File: config.mk
export PLATFORM = sky130hd
export DESIGN_NAME = if_stage_queued
export DESIGN_NICKNAME = d
export VERILOG_FILES = /design/src/rtl/if_stage_queued_pkg.sv /design/src/rtl/if_stage_queued_fetch_queue.sv /design/src/rtl/if_stage_queued.sv
export SDC_FILE = /design/constraint.sdc
export NUM_CORES = 1
export LEC_CHECK = 0
export ABC_AREA = 1
export CAP_MARGIN = 20
export CORE_UTILIZATION = 25
export CTS_CLUSTER_DIAMETER = 30
export CTS_CLUSTER_SIZE = 30
export DETAILED_ROUTE_END_ITERATION = 16
export HOLD_SLACK_MARGIN = 0.08
export PLACE_DENSITY_LB_ADDON = 0.12
export SYNTH_ARGS = -nofsm -noshare
export SYNTH_HDL_FRONTEND = slang
export SYNTH_HIERARCHICAL = 1
export SYNTH_SLANG_ARGS = --single-unit
File: constraint.sdc
create_clock -name clk -period 8.4 [get_ports clk]
set_input_delay 1.68 -clock clk [delete_from_list [all_inputs] [get_ports clk]]
set_output_delay 1.68 -clock clk [all_outputs]
set_load 0.03 [all_outputs]
File: src/rtl/if_stage_queued_pkg.sv
// Shared constants for the queued instruction-fetch stage: word width,
// instruction size and redirect-mode encodings.
package if_stage_queued_pkg;

  localparam int WORD_LEN    = 32;
  localparam int INSTR_BYTES = 4;

  localparam int BR_ABS = 0;
  localparam int BR_REL = 1;

endpackage

File: src/rtl/if_stage_queued_fetch_queue.sv
// Synchronous FIFO holding {pc, instr} pairs between fetch and decode.
// Clear wins over push and pop; storage is reset so the head is never X.
module fetch_queue
  import if_stage_queued_pkg::*;
#(
  parameter int WIDTH = 64,
  parameter int DEPTH = 4,
  localparam int PTR_W = $clog2(DEPTH),
  localparam int CNT_W = PTR_W + 1
) (
  input  logic             clk,
  input  logic             rst,
  input  logic             clear_i,
  input  logic             push_i,
  input  logic [WIDTH-1:0] push_data_i,
  input  logic             pop_i,
  output logic [CNT_W-1:0] count_o,
  output logic [WIDTH-1:0] head_o
);

  logic [WIDTH-1:0] mem_q [DEPTH];
  logic [PTR_W-1:0] rd_ptr_q, rd_ptr_d;
  logic [PTR_W-1:0] wr_ptr_q, wr_ptr_d;
  logic [CNT_W-1:0] count_q, count_d;

  // Pointer and occupancy next-state; pointers wrap because DEPTH is a power of 2.
  always_comb begin
    rd_ptr_d = rd_ptr_q;
    wr_ptr_d = wr_ptr_q;
    count_d  = count_q;
    if (clear_i) begin
      rd_ptr_d = '0;
      wr_ptr_d = '0;
      count_d  = '0;
    end else begin
      if (push_i) begin
        wr_ptr_d = wr_ptr_q + PTR_W'(1);
      end else begin
        wr_ptr_d = wr_ptr_q;
      end
      if (pop_i) begin
        rd_ptr_d = rd_ptr_q + PTR_W'(1);
      end else begin
        rd_ptr_d = rd_ptr_q;
      end
      case ({push_i, pop_i})
        2'b10:   count_d = count_q + CNT_W'(1);
        2'b01:   count_d = count_q - CNT_W'(1);
        default: count_d = count_q;
      endcase
    end
  end

  // State and storage registers.
  always_ff @(posedge clk) begin
    if (rst) begin
      rd_ptr_q <= '0;
      wr_ptr_q <= '0;
      count_q  <= '0;
      for (int i = 0; i < DEPTH; i++) begin
        mem_q[i] <= '0;
      end
    end else begin
      rd_ptr_q <= rd_ptr_d;
      wr_ptr_q <= wr_ptr_d;
      count_q  <= count_d;
      if (push_i && !clear_i) begin
        mem_q[wr_ptr_q] <= push_data_i;
      end
    end
  end

  assign count_o = count_q;
  assign head_o  = mem_q[rd_ptr_q];

endmodule

File: src/rtl/if_stage_queued.sv
// Instruction-fetch stage: PC ownership, single-outstanding fetch to a
// 1-cycle memory, redirect/flush, and a decoupling queue towards decode.
module if_stage_queued
  import if_stage_queued_pkg::*;
#(
  parameter int                            WORD_LEN = if_stage_queued_pkg::WORD_LEN,
  parameter int                            DEPTH    = 4,
  parameter logic [WORD_LEN-1:0]           RESET_PC = '0,
  parameter int                            BR_MODE  = 0
) (
  input  logic                clk,
  input  logic                rst,
  input  logic                br_taken,
  input  logic [WORD_LEN-1:0] br_target,
  input  logic [WORD_LEN-1:0] br_base,
  output logic                imem_req,
  output logic [WORD_LEN-1:0] imem_addr,
  input  logic [WORD_LEN-1:0] imem_rdata,
  output logic                out_valid,
  input  logic                out_ready,
  output logic [WORD_LEN-1:0] out_pc,
  output logic [WORD_LEN-1:0] out_instr
);

  localparam int CNT_W = $clog2(DEPTH) + 1;
  localparam int SHIFT = $clog2(INSTR_BYTES);

  logic [WORD_LEN-1:0]   pc_q, pc_d;
  logic [WORD_LEN-1:0]   inflight_pc_q, inflight_pc_d;
  logic                  inflight_q, inflight_d;
  logic [CNT_W-1:0]      count_s;
  logic [2*WORD_LEN-1:0] head_s;
  logic [WORD_LEN-1:0]   target_s;
  logic                  room_s;
  logic                  issue_s;
  logic                  push_s;
  logic                  pop_s;

  // Room check counts the outstanding fetch but not a same-cycle pop.
  assign room_s  = ({1'b0, count_s} + {{CNT_W{1'b0}}, inflight_q}) < (CNT_W + 1)'(DEPTH);
  assign issue_s = !rst && !br_taken && room_s;
  assign push_s  = inflight_q && !br_taken;
  assign pop_s   = out_valid && out_ready && !br_taken;

  // Redirect target; relative offsets are in instruction words.
  always_comb begin
    target_s = br_target;
    if (BR_MODE == BR_REL) begin
      target_s = br_base + (br_target << SHIFT);
    end else begin
      target_s = br_target;
    end
  end

  // PC and in-flight tracking next-state; redirect overrides issue.
  always_comb begin
    pc_d          = pc_q;
    inflight_d    = 1'b0;
    inflight_pc_d = inflight_pc_q;
    if (br_taken) begin
      pc_d       = target_s;
      inflight_d = 1'b0;
    end else if (issue_s) begin
      pc_d          = pc_q + WORD_LEN'(INSTR_BYTES);
      inflight_d    = 1'b1;
      inflight_pc_d = pc_q;
    end else begin
      pc_d       = pc_q;
      inflight_d = 1'b0;
    end
  end

  // PC and in-flight registers.
  always_ff @(posedge clk) begin
    if (rst) begin
      pc_q          <= RESET_PC;
      inflight_q    <= 1'b0;
      inflight_pc_q <= '0;
    end else begin
      pc_q          <= pc_d;
      inflight_q    <= inflight_d;
      inflight_pc_q <= inflight_pc_d;
    end
  end

  fetch_queue #(
    .WIDTH (2 * WORD_LEN),
    .DEPTH (DEPTH)
  ) u_fetch_queue (
    .clk         (clk),
    .rst         (rst),
    .clear_i     (br_taken),
    .push_i      (push_s),
    .push_data_i ({inflight_pc_q, imem_rdata}),
    .pop_i       (pop_s),
    .count_o     (count_s),
    .head_o      (head_s)
  );

  assign imem_req  = issue_s;
  assign imem_addr = pc_q;
  assign out_valid = (count_s != '0);
  assign out_pc    = head_s[2*WORD_LEN-1:WORD_LEN];
  assign out_instr = head_s[WORD_LEN-1:0];

endmodule

==> metrics.csv <==
metric;value;unit
Seq/Total Area, Yosys;0.625;
CTS root buf;clkbuf_16;
gpl congestion;0.770;
crit start category;flip-flop;
GRT overflow;0;
fin crit period;5.39;ns
row count;88;
endpoints failing setup;0;
Die H;244;um
Maximum Capacitance Violations;0;
drt pass-1 iters;6;
die area;59600;um^2
pwr dens;286;nW/um^2
crit path cell chain;inv_4, buf_4, o21ai_0, o22ai_1, clkdlybuf4s50_1;
Worst Skew;0.0324;ns
R2R Setup Slk;5.41;ns
Layout Nets;1801;
first-pass GRT wire length;70400;um
initial drt markers;614;
Final Instance Area;20300;um^2
RSZ-0062 raised after global routing;no;
status;finished clean;
DR vias/cell;4.52;
DR WL/cell;18.2;um
share of cells above drive strength 1;0.119;
final total power;5.79;mW
Worst-path clk slew;0.04;ns
diode count;0;
min-delay src;u_fetch_queue/rd_ptr_q[1];
fill count;5938;
WHS Path Cells;1;
Netlist cell types;32;
Worst Reg-to-Reg Cells;5;
total track usage;0.155;
Syn Std Cell Area;14700;um^2
cts hold-fix bufs;0;
Max Slew Vio Count;0;
Slowest cell on crit path;clkdlybuf4s50_1;
I/O Pins;198;
CTS-repair resized insts;0;
Lkg Pwr;7.56;nW
Worst R2R Start;inflight_q;
largest net degree at the start of global routing;87;
nature of the critical path endpoint;primary output;
Max FO, Critical Path;65;
relative slew slack;0.280;
port buffer count;165;
CTS tree;built;
Routed Antenna Nets;0;
Placed Area;16900;um^2
Yosys reg bits;330;
Clock Sink Count;330;
syn nets;1619;
Post-Syn Instances;1516;
post-CTS setup repair buffer count;0;
initial antenna violation count;0;
initial core utilization;0.254;
mean post-synth cell area;9.67;um^2
Core Util, Final;0.351;
Max Freq;186;MHz
Fin Setup TNS;0;ns
WL final;46300;um
CP arrival;3.71;ns
Final Hold Vio Count;0;
insertion delay to the later sink of the worst-skew pair;0.63;ns
Slew @ Worst Pin;1.08;ns
number of global-route vias before repair;11800;
Core Region;57800;um^2
Crit path required time;6.72;ns
part of the cycle the worst path needs;0.641;
Setup Crit Path Kind;flip-flop to primary output;
Vias;11500;
most frequent cells in the layout;nor2_1 (405), edfxtp_1 (256), clkdlybuf4s50_1 (163), o21ai_0 (159), inv_1 (114);
VDD IR max;163;uV
commonest non-fill, non-tap cell in the layout;nor2_1;
area grow syn2layout;38.2;%
H-tree lvl count;3;
CP max stage delay;0.73;ns
HP Class;flip-flop to flip-flop;
Die X;244;um
Worst R2R End;u_fetch_queue/mem_q[2][61];
Post-DP HPWL;24900;um
CTS buffer count;99;
yosys warns;6;
CTS max path bufs;3;
drt drc;0;
## per-stage QoR
step | hold slack (ns) | worst slack, ns | cells
4_1_cts | 0.444 | 2.87 | 2548
2_1_floorplan | 0.412 | 0.817 | 1516
5_1_grt | 0.462 | 2.77 | 2548
6_report | 0.440 | 3.01 | 2548
3_3_place_gp | 0.424 | 2.99 | 2362
3_5_place_dp | 0.427 | 3.01 | 2362
## worst max path at each step
stage	start	endpoint	slack, ns	cells after the start
after floorplan	br_taken	u_fetch_queue/mem_q[2][0]	0.82	6
after global placement	rst	imem_req	2.99	6
after detailed placement	rst	imem_req	3.01	6
after CTS	flip-flop	out_pc[27]	2.87	5
after global routing	flip-flop	out_pc[25]	2.77	5
final	flip-flop	out_instr[13]	3.01	5
## routing by layer
metal | GRT usage | share of wire
met5 | 0 | 0
met2 | 0.246 | 0.46
met1 | 0.206 | 0.47
met3 | 0.0362 | 0.047
met4 | 0.0517 | 0.021
## area by class of cell
class	count	area, um^2	area share
Sequential cell	330	9170	0.453
Multi-Input combinational cell	969	4590	0.226
Clock buffer	136	2760	0.136
Timing Repair Buffer	180	1750	0.0866
Tap cell	765	957	0.0472
Clock inverter	50	586	0.0289
Inverter	118	449	0.0222
## Yosys cell counts
| cell type | count | area share |
|---|---|---|
| o22ai_1 | 64 | 0.027 |
| buf_4 | 8 | 0.0041 |
| a31oi_1 | 3 | 0.0013 |
| a211oi_1 | 6 | 0.0031 |
| a21oi_4 | 1 | 0.0011 |
| o21ai_0 | 160 | 0.055 |
| buf_2 | 35 | 0.012 |
| nand2_2 | 3 | 0.0013 |
| clkbuf_1 | 47 | 0.012 |
| dfxtp_1 | 74 | 0.10 |
| nor2_2 | 18 | 0.0077 |
| nor3_1 | 77 | 0.026 |
| a22oi_1 | 22 | 0.011 |
| a21oi_1 | 28 | 0.0096 |
| inv_2 | 2 | 0.00051 |
| xnor2_1 | 1 | 0.00060 |
| nand3_1 | 45 | 0.015 |
| nor2_1 | 405 | 0.10 |
| buf_6 | 9 | 0.0069 |
| nor2_4 | 6 | 0.0046 |
| a21boi_0 | 2 | 0.0010 |
| ha_1 | 2 | 0.0017 |
| nor2_8 | 1 | 0.0014 |
| xor2_1 | 2 | 0.0012 |
| nand3_4 | 2 | 0.0024 |
| nand4_1 | 9 | 0.0038 |
| clkinv_2 | 1 | 0.00034 |
| fa_1 | 1 | 0.0014 |
| nand2_1 | 110 | 0.028 |
| or2_1 | 1 | 0.00043 |
| inv_1 | 115 | 0.029 |
| edfxtp_1 | 256 | 0.52 |
## worst max-delay path, delay by kind of cell, from the launching register on
family | cells | cell delay, ns
compound gates | 2 | 0.46
flops | 1 | 0.51
buf+inv | 3 | 2.04
## power breakdown
group | switching [mW] | total, mW | internal [mW]
clock network | 1.08 | 3.63 | 2.55
registers | 0.0384 | 1.87 | 1.83
logic | 0.192 | 0.295 | 0.103
## state kept, by name, summed over array words and instances, names as in the netlist, named ones only
signal / flops
imem_addr: 32
u_fetch_queue/mem_q: 256
u_fetch_queue/rd_ptr_q: 2
inflight_pc_q: 32
u_fetch_queue/count_o: 3
u_fetch_queue/wr_ptr_q: 2
inflight_q: 1
## cells by family after synthesis
family | synth area share
adders and majority gates | 0.00307
xor gates and xnor gates | 0.00179
buffers and inverters | 0.0653
AOI/OAI and AO/OA | 0.109
DFF | 0.625
and+or+nand+nor | 0.195
(Power assumes the default switching activity.)
